$ cat config.mk
export PLATFORM = sky130hd
export DESIGN_NAME = uart_receiver
export DESIGN_NICKNAME = d
export VERILOG_FILES = /design/src/rtl/uart_pkg.sv /design/src/rtl/uart_rx_sync.sv /design/src/rtl/uart_receiver.sv
export SDC_FILE = /design/constraint.sdc
export NUM_CORES = 1
export LEC_CHECK = 0
export ABC_AREA = 1
export CAP_MARGIN = 25
export CELL_PAD_IN_SITES_DETAIL_PLACEMENT = 1
export CELL_PAD_IN_SITES_GLOBAL_PLACEMENT = 2
export CORE_UTILIZATION = 31
export CTS_CLUSTER_SIZE = 8
export DETAILED_ROUTE_END_ITERATION = 10
export HOLD_SLACK_MARGIN = 0.1
export MAX_ROUTING_LAYER = met4
export PLACE_DENSITY_LB_ADDON = 0.3
export SLEW_MARGIN = 10
export SYNTH_ARGS = -nofsm -noshare
export SYNTH_HDL_FRONTEND = slang
export SYNTH_HIERARCHICAL = 1
export SYNTH_SLANG_ARGS = --single-unit
$ cat constraint.sdc
create_clock -name clk_50m -period 1.8 [get_ports clk_50m]
set_input_delay 0.27 -clock clk_50m [delete_from_list [all_inputs] [get_ports clk_50m]]
set_output_delay 0.27 -clock clk_50m [all_outputs]
set_load 0.1 [all_outputs]
$ cat src/rtl/uart_pkg.sv
// -----------------------------------------------------------------------------
// uart_pkg
// Shared definitions for the 8N1 UART transmitter and receiver.
//   UART_OVERSAMPLE : default number of clken ticks per bit period
//   UART_DATA_W     : data bits per frame
//   ST_*            : 2-bit FSM state encodings (legacy-compatible constants)
// -----------------------------------------------------------------------------
package uart_pkg;

    localparam int unsigned UART_OVERSAMPLE = 16;
    localparam int unsigned UART_DATA_W     = 8;

    localparam logic [1:0] ST_IDLE  = 2'b00;
    localparam logic [1:0] ST_START = 2'b01;
    localparam logic [1:0] ST_DATA  = 2'b10;
    localparam logic [1:0] ST_STOP  = 2'b11;

endpackage

$ cat src/rtl/uart_rx_sync.sv
// -----------------------------------------------------------------------------
// uart_rx_sync
// Two-flop synchronizer for the asynchronous serial input. Both flops reset
// to 1 so that a reset never looks like a start bit.
// Ports:
//   clk_50m : system clock, rising edge
//   rst     : synchronous reset, active-low
//   rx      : asynchronous serial input
//   rxs     : synchronized serial input (2 cycles of latency)
// -----------------------------------------------------------------------------
module uart_rx_sync (
    input  logic clk_50m,
    input  logic rst,
    input  logic rx,
    output logic rxs
);

    logic meta_r;

    // Two-stage shift into the clk_50m domain; idle-high reset value.
    always_ff @(posedge clk_50m) begin
        if (!rst) begin
            meta_r <= 1'b1;
            rxs    <= 1'b1;
        end else begin
            meta_r <= rx;
            rxs    <= meta_r;
        end
    end

endmodule

$ cat src/rtl/uart_receiver.sv
// -----------------------------------------------------------------------------
// uart_receiver
// 8N1 UART receiver. Oversamples the synchronized rx line on clken ticks,
// samples each bit near its centre, checks the stop bit and hands the byte to
// the consumer on a rdy/rdy_clr handshake.
// Ports:
//   clk_50m   : system clock, rising edge
//   rst       : synchronous reset, active-low
//   rx        : asynchronous serial input, idle high
//   clken     : single-cycle tick at OVERSAMPLE x baud rate
//   rdy_clr   : consumer acknowledge, clears rdy / frame_err / overrun
//   dout      : last correctly framed byte
//   rdy       : dout holds an unread byte
//   frame_err : sticky, a stop bit was sampled low
//   overrun   : sticky, a byte completed while rdy was still set
//   rx_busy   : receiver is inside a frame (state not IDLE)
// -----------------------------------------------------------------------------
module uart_receiver
    import uart_pkg::*;
#(
    parameter int unsigned OVERSAMPLE = UART_OVERSAMPLE
) (
    input  logic                   clk_50m,
    input  logic                   rst,
    input  logic                   rx,
    input  logic                   clken,
    input  logic                   rdy_clr,
    output logic [UART_DATA_W-1:0] dout,
    output logic                   rdy,
    output logic                   frame_err,
    output logic                   overrun,
    output logic                   rx_busy
);

    localparam int unsigned        CNT_W    = $clog2(OVERSAMPLE);
    localparam logic [CNT_W-1:0]   CNT_MID  = CNT_W'(OVERSAMPLE / 2 - 1);
    localparam logic [CNT_W-1:0]   CNT_LAST = CNT_W'(OVERSAMPLE - 1);
    localparam logic [CNT_W-1:0]   CNT_ONE  = CNT_W'(1);

    logic                   rxs_s;
    logic [1:0]             state_r,   state_s;
    logic [CNT_W-1:0]       cnt_r,     cnt_s;
    logic [2:0]             idx_r,     idx_s;
    logic [UART_DATA_W-1:0] shreg_r,   shreg_s;
    logic [UART_DATA_W-1:0] dout_r,    dout_s;
    logic                   rdy_r,     rdy_s;
    logic                   fe_r,      fe_s;
    logic                   ov_r,      ov_s;
    logic                   busy_r;
    logic                   done_ok_s;
    logic                   done_bad_s;

    uart_rx_sync u_sync (
        .clk_50m (clk_50m),
        .rst     (rst),
        .rx      (rx),
        .rxs     (rxs_s)
    );

    // Frame FSM: tick counter, bit index and shift register next-state.
    always_comb begin
        state_s    = state_r;
        cnt_s      = cnt_r;
        idx_s      = idx_r;
        shreg_s    = shreg_r;
        done_ok_s  = 1'b0;
        done_bad_s = 1'b0;
        case (state_r)
            ST_IDLE: begin
                cnt_s = '0;
                idx_s = 3'd0;
                if (clken && !rxs_s) begin
                    state_s = ST_START;
                end else begin
                    state_s = ST_IDLE;
                end
            end
            ST_START: begin
                if (clken) begin
                    if (cnt_r == CNT_MID) begin
                        // Mid-start-bit: a high level here was only a glitch.
                        cnt_s = '0;
                        if (!rxs_s) begin
                            state_s = ST_DATA;
                        end else begin
                            state_s = ST_IDLE;
                        end
                    end else begin
                        cnt_s = cnt_r + CNT_ONE;
                    end
                end else begin
                    cnt_s = cnt_r;
                end
            end
            ST_DATA: begin
                if (clken) begin
                    if (cnt_r == CNT_LAST) begin
                        cnt_s          = '0;
                        shreg_s[idx_r] = rxs_s;
                        if (idx_r == 3'd7) begin
                            idx_s   = 3'd0;
                            state_s = ST_STOP;
                        end else begin
                            idx_s = idx_r + 3'd1;
                        end
                    end else begin
                        cnt_s = cnt_r + CNT_ONE;
                    end
                end else begin
                    cnt_s = cnt_r;
                end
            end
            ST_STOP: begin
                if (clken) begin
                    if (cnt_r == CNT_LAST) begin
                        // Leave at mid-stop-bit so the next start edge is seen.
                        cnt_s   = '0;
                        state_s = ST_IDLE;
                        if (rxs_s) begin
                            done_ok_s = 1'b1;
                        end else begin
                            done_bad_s = 1'b1;
                        end
                    end else begin
                        cnt_s = cnt_r + CNT_ONE;
                    end
                end else begin
                    cnt_s = cnt_r;
                end
            end
            default: begin
                state_s = ST_IDLE;
                cnt_s   = '0;
                idx_s   = 3'd0;
            end
        endcase
    end

    // Output flags: a completion on the same edge as rdy_clr wins.
    always_comb begin
        dout_s = dout_r;
        rdy_s  = rdy_r;
        fe_s   = fe_r;
        ov_s   = ov_r;
        if (done_ok_s) begin
            dout_s = shreg_r;
            rdy_s  = 1'b1;
        end else if (rdy_clr) begin
            rdy_s = 1'b0;
        end else begin
            rdy_s = rdy_r;
        end
        if (done_bad_s) begin
            fe_s = 1'b1;
        end else if (rdy_clr) begin
            fe_s = 1'b0;
        end else begin
            fe_s = fe_r;
        end
        if (rdy_clr) begin
            ov_s = 1'b0;
        end else begin
            ov_s = ov_r | (done_ok_s & rdy_r);
        end
    end

    // State and output registers; reset drops any frame in progress silently.
    always_ff @(posedge clk_50m) begin
        if (!rst) begin
            state_r <= ST_IDLE;
            cnt_r   <= '0;
            idx_r   <= 3'd0;
            shreg_r <= '0;
            dout_r  <= '0;
            rdy_r   <= 1'b0;
            fe_r    <= 1'b0;
            ov_r    <= 1'b0;
            busy_r  <= 1'b0;
        end else begin
            state_r <= state_s;
            cnt_r   <= cnt_s;
            idx_r   <= idx_s;
            shreg_r <= shreg_s;
            dout_r  <= dout_s;
            rdy_r   <= rdy_s;
            fe_r    <= fe_s;
            ov_r    <= ov_s;
            busy_r  <= (state_s != ST_IDLE);
        end
    end

    assign dout      = dout_r;
    assign rdy       = rdy_r;
    assign frame_err = fe_r;
    assign overrun   = ov_r;
    assign rx_busy   = busy_r;

endmodule

* Word-level counts from Yosys, hierarchy flattened
Cells that the tools add are included.
W data, S select, Z words.
** Storage, ports and cells
- Flip-flop bits (word level) :: 31
- Output and inout bits :: 12
** Cells by class
- Magnitude comparators :: 2
- Reductions and logical operators :: 13
- Mux-type cells :: 33
- Bitwise operators :: 3
- Add/subtract/negate cells :: 2
- Equality and inequality tests :: 10
** Operators with widths (count)
- $mux W2 :: 8
- $mux W4 :: 4
- $mux W1 :: 13
- $pmux W4 S3 :: 1
- $mux W3 :: 3
- $bwmux W8 :: 1
- $pmux W2 S4 :: 1
- $reduce_bool A2 Y1 :: 4
- $ne A2 B2 Y1 const B :: 3
- $pmux W3 S2 :: 1
- $reduce_and A3 Y1 :: 2
- $add A4 B1 Y4 const B :: 1
- $eq A2 B2 Y1 const B :: 2
- $eq A4 B3 Y1 const B :: 1
- $eq A4 B4 Y1 const B :: 1
- $lt A3 B4 Y1 const B :: 1
- $reduce_or A2 Y1 :: 2
- $add A3 B1 Y3 const B :: 1
- $demux W1 S3 :: 1
- $eq A3 B3 Y1 const B :: 1
- $ge A3 B1 Y1 const B :: 1
- $eq A2 B1 Y1 const B :: 1
- $logic_and A1 B1 Y1 :: 2
- $logic_not A2 Y1 :: 1
- other kinds (6) :: 6

* Longest topological paths before layout
- Depth after elaboration :: 6
- Gate-level depth with buffers :: 8

* Cells and area by module
The synthesis kept the hierarchy.
** By module, submodules not included
- uart_receiver :: area an instance 1310.0 sq um, instances 1, cells each 178
- uart_rx_sync :: area an instance 55.1 sq um, instances 1, cells each 6

* Worst setup path after synthesis
OpenSTA, ideal clock, no wires.
- Kind :: register to register
- Start :: register cnt_r[0]
- End :: register shreg_r[0]
- Arrival :: 1.290 ns
- Stages on the path, launching flop included :: 9
- Library setup time :: 0.070 ns
- Period minus slack after synthesis :: 1.360 ns
- Setup slack :: 0.440 ns
- Required time :: 1.730 ns
- Cells stage by stage :: dfxtp_1 > ha_1 > nand2_2 > nor2_4 > nand2_4 > nor2_8 > buf_8 > nand3_1 > a21oi_1
** Between the ends
- Word-level cells in the longest chain between the ends :: 2
** Ends and longest elaborated chain
- from (decl) :: RTL line uart_receiver.sv:42 : logic [CNT_W-1:0] cnt_r, cnt_s;
- from (signal assigned) :: RTL line uart_receiver.sv:181 : cnt_r <= cnt_s;
- $eq A4 B4 Y1 :: RTL line uart_receiver.sv:97 : if (cnt_r == CNT_LAST) begin
- $reduce_and A3 Y1 (no line)
- to (signal assigned) :: RTL line uart_receiver.sv:183 : shreg_r <= shreg_s;
- to (decl) :: RTL line uart_receiver.sv:44 : logic [UART_DATA_W-1:0] shreg_r, shreg_s;
No other way between the ends.
A chain may end at the register's enable or synchronous reset.

* Final worst setup path
- Start :: register cnt_r[0]
- End :: register dout_r[2], in the netlist dout[2]
** Between the ends
- Word-level cells in the longest chain between the ends :: 4
** Ends and longest elaborated chain
- $eq A4 B4 Y1 :: RTL line uart_receiver.sv:115 : if (cnt_r == CNT_LAST) begin
- $mux W1 :: RTL line uart_receiver.sv:115
- $mux W1 :: RTL line uart_receiver.sv:114 : if (clken) begin
- $mux W1 :: RTL line uart_receiver.sv:68 : case (state_r)
- to (signal assigned) :: RTL line uart_receiver.sv:184 : dout_r <= dout_s;
- to (decl) :: RTL line uart_receiver.sv:45 : logic [UART_DATA_W-1:0] dout_r, dout_s;
No other way between the ends.

==> out/qor.yml <==
synthArstFlopShare: 0
fin_tns_setup_ps: 0
outcome: "complete, no violations"
post-route-period-util: 0.903
drt_iter0_drc: 27
setup_slack_ps: 175
syn2layout_area_growth_pct: 18.8
synth_flop_cell: "dfxtp_1"
setup_violations: 0
synth_largest_area_cell: "dfxtp_1"
avgSynthCellArea_um2: 7.42
seq_power_share: 0.518
path_buf_inv: 0
synth.yosys.seq_area_share: 0.455
arrival_ps: 1810
slew_violations: 0
netlist_top_cells_area: "dfxtp_1 45%, nand2_1 11%, nor2_1 8.2%"
yosysWarnings: 6
intPower_mw: 1.01
syn_inst: 184
place_area_mm2: 0.00154
cts-root-buf: "clkbuf_8"
grt_pass1_vias: 1204
via_count: 1217
max_freq_mhz: 615
p_sw_mw: 0.370
netlist.area_leader.share: 0.455
cts_buffer_depth: 2
drc: 0
critPathMostFrequentCell: "nor2_1"
cts_made_buffers: 5
combPwrFrac: 0.099
path_class: "flop to flop"
die_h_um: 68.4
dieArea_mm2: 0.00467
netSwitchingFraction: 0.267
syn_nets: 192
synth-seq-cells: 31
cpLargestDelayFamily: "simple AND/OR/NAND/NOR gates"
synth.most_common_cell: "nand2_1"
critPathCaptureType: "flop"
port_buffers: 16
vdd.ir_drop.worst_v: 0.000275
synth.lib_cells_used.distinct: 23
rsz0062_at_grt: "false"
grt_max_degree: 20
worst_pin_slew_ps: 379
critPathRequiredTime_ps: 1980
min_path_type: "flop to flop"
rows: 23
synth_edf_count: 0
fin_crit_ps: 1630
syn_area_mm2: 0.00137
avgViaCountPerCell: 4.77
gr-usage-all-layers: 0.165
slew_headroom: 0.747
tritoncts: "done"
drv_cap: 0
die_w_um: 68.4
drive_gt1_frac: 0.141
cts.clk_slew.worst_paths_ps: 70
hold_buffers: 0
avgRoutedWirePerCell_um: 12.3
leakage_nw: 0.706
detail-route-antenna-nets: 0
wl_um: 3130
gp_congestion: 0.753
antenna_found_initial: 0
place_hpwl_um: 2360
slowest_delay_ps: 370
slowest_stage: "dfxtp_1"
yosys-top-cells-count: "41 x nand2_1, 31 x dfxtp_1, 30 x nor2_1"
layout.nets: 212
final_area_mm2: 0.00162
crit_chain: "ha_1, nand3_1, nor2_1, nand3_2, o21ai_0, nor2_1"
grt_pass1_wl_um: 5260
hold_viol: 0
htree_levels: 2
start_kind: "flop"
clock_sinks: 31
powerDensity_mw_per_mm2: 853
drtPass1Iterations: 4
start_util: 0.332
crit_fanout: 10
coreArea_mm2: 0.00412
ios: 17
finClkSkew_ps: 5.75
pre_cts_slack_ps: -76.1
insertion_delay_ps: 290
n_antenna_cell: 0
pwr-share-clk: 0.383
grt.overflow.total: 0
## cell families (layout without fill, tap and decap cells)
| family | Yosys count | after routing | synth area share |
|---|---|---|---|
| adders and majority gates | 3 | 3 | 0.0275 |
| xor gates and xnor gates | 2 | 2 | 0.0128 |
| and+or+nand+nor | 100 | 100 | 0.335 |
| DFF | 31 | 31 | 0.455 |
| AOI/OAI and AO/OA | 26 | 26 | 0.0990 |
| buffers and inverters | 22 | 43 | 0.0715 |
## registers in the layout (all words and copies together), names as in the netlist, 2 cells and up
| name | count |
|---|---|
| idx_r | 3 |
| shreg_r | 8 |
| state_r | 2 |
| dout | 8 |
| cnt_r | 4 |
## metal layers
layer | vias to the layer above | track usage | wire (um)
li1 | 631 | - | -
met3 | 7 | 0.0350 | 106
met5 | - | - | 0
met2 | 17 | 0.263 | 1380
met1 | 562 | 0.183 | 1560
met4 | 0 | 0.109 | 88
## final cells by class
class | count | area (um^2)
clock inverter | 1 | 5.00
clock buffer | 7 | 76.3
inverter | 18 | 67.6
fill | 540 | 2490
timing repair buffer | 17 | 138
multi-input combinational | 131 | 652
tap | 50 | 62.6
sequential | 31 | 621
## power by group through the flow
stage               sequential, mW  clock, mW  combinational [mW]
CTS                          0.717      0.553               0.138
finish                       0.717      0.530               0.136
global placement             0.731          0               0.136
floorplan                    0.758          0              0.0712
detailed placement           0.733          0               0.137
global route                 0.718      0.571               0.151
## repair_timing
| item | 4_1_cts | 5_1_grt |
|---|---|---|
| gates resized for setup | 0 | 1 |
| endpoints found under the setup margin | 0 | 8 |
| setup buffers | 0 | 0 |
## worst reg2reg max path, cell delays in order (launching register included)
cell and delay [ps]:
dfxtp_1 370, ha_1 260, nand3_1 160, nor2_1 220, nand3_2 210, o21ai_0 250
nor2_1 60
## final timing paths
path | from | to | slack [ps] | cells after the start
worst max-delay path | cnt_r[0] | dout[2] | 170 | 6
worst min-delay path | u_sync/meta_r | u_sync/rxs | 410 | 2
worst max register to register | cnt_r[0] | dout[2] | 170 | 6
worst min register to register | u_sync/meta_r | u_sync/rxs | 410 | 2
## through the flow
stage / power (mW) / util / hold WS (ps) / instances
after floorplan: 0.830 / - / 339 / 184
final: 1.38 / 0.394 / 410 / 255
after global placement: 0.867 / 0.373 / 388 / 247
after global routing: 1.44 / 0.394 / 438 / 255
after CTS: 1.41 / 0.393 / 418 / 255
after detailed placement: 0.870 / 0.373 / 401 / 247
## layout by cell type, fill, tap and decap left out
| master | synthesis | final |
|---|---|---|
| a21oi_1 | 13 | 13 |
| and3_2 | 1 | 1 |
| buf_4 | 1 | 13 |
| clkbuf_1 | 2 | 2 |
| clkbuf_8 | 0 | 5 |
| clkdlybuf4s50_1 | 0 | 4 |
| clkinv_2 | 0 | 1 |
| dfxtp_1 | 31 | 31 |
| ha_1 | 3 | 3 |
| inv_1 | 15 | 15 |
| inv_2 | 3 | 3 |
| nand2_1 | 41 | 41 |
| nand2_2 | 1 | 1 |
| nand2_4 | 1 | 1 |
| nand3_1 | 19 | 18 |
| nand3_2 | 0 | 1 |
| nand4_1 | 2 | 2 |
| nor2_1 | 30 | 30 |
| nor2_4 | 1 | 1 |
| nor2_8 | 1 | 1 |
| nor3_1 | 2 | 2 |
| nor3_4 | 1 | 1 |
| o21ai_0 | 11 | 11 |
| o21bai_1 | 1 | 1 |
| o31ai_1 | 1 | 1 |
| xor2_1 | 2 | 2 |
No activity file was read; power rests on OpenSTA's default activity.
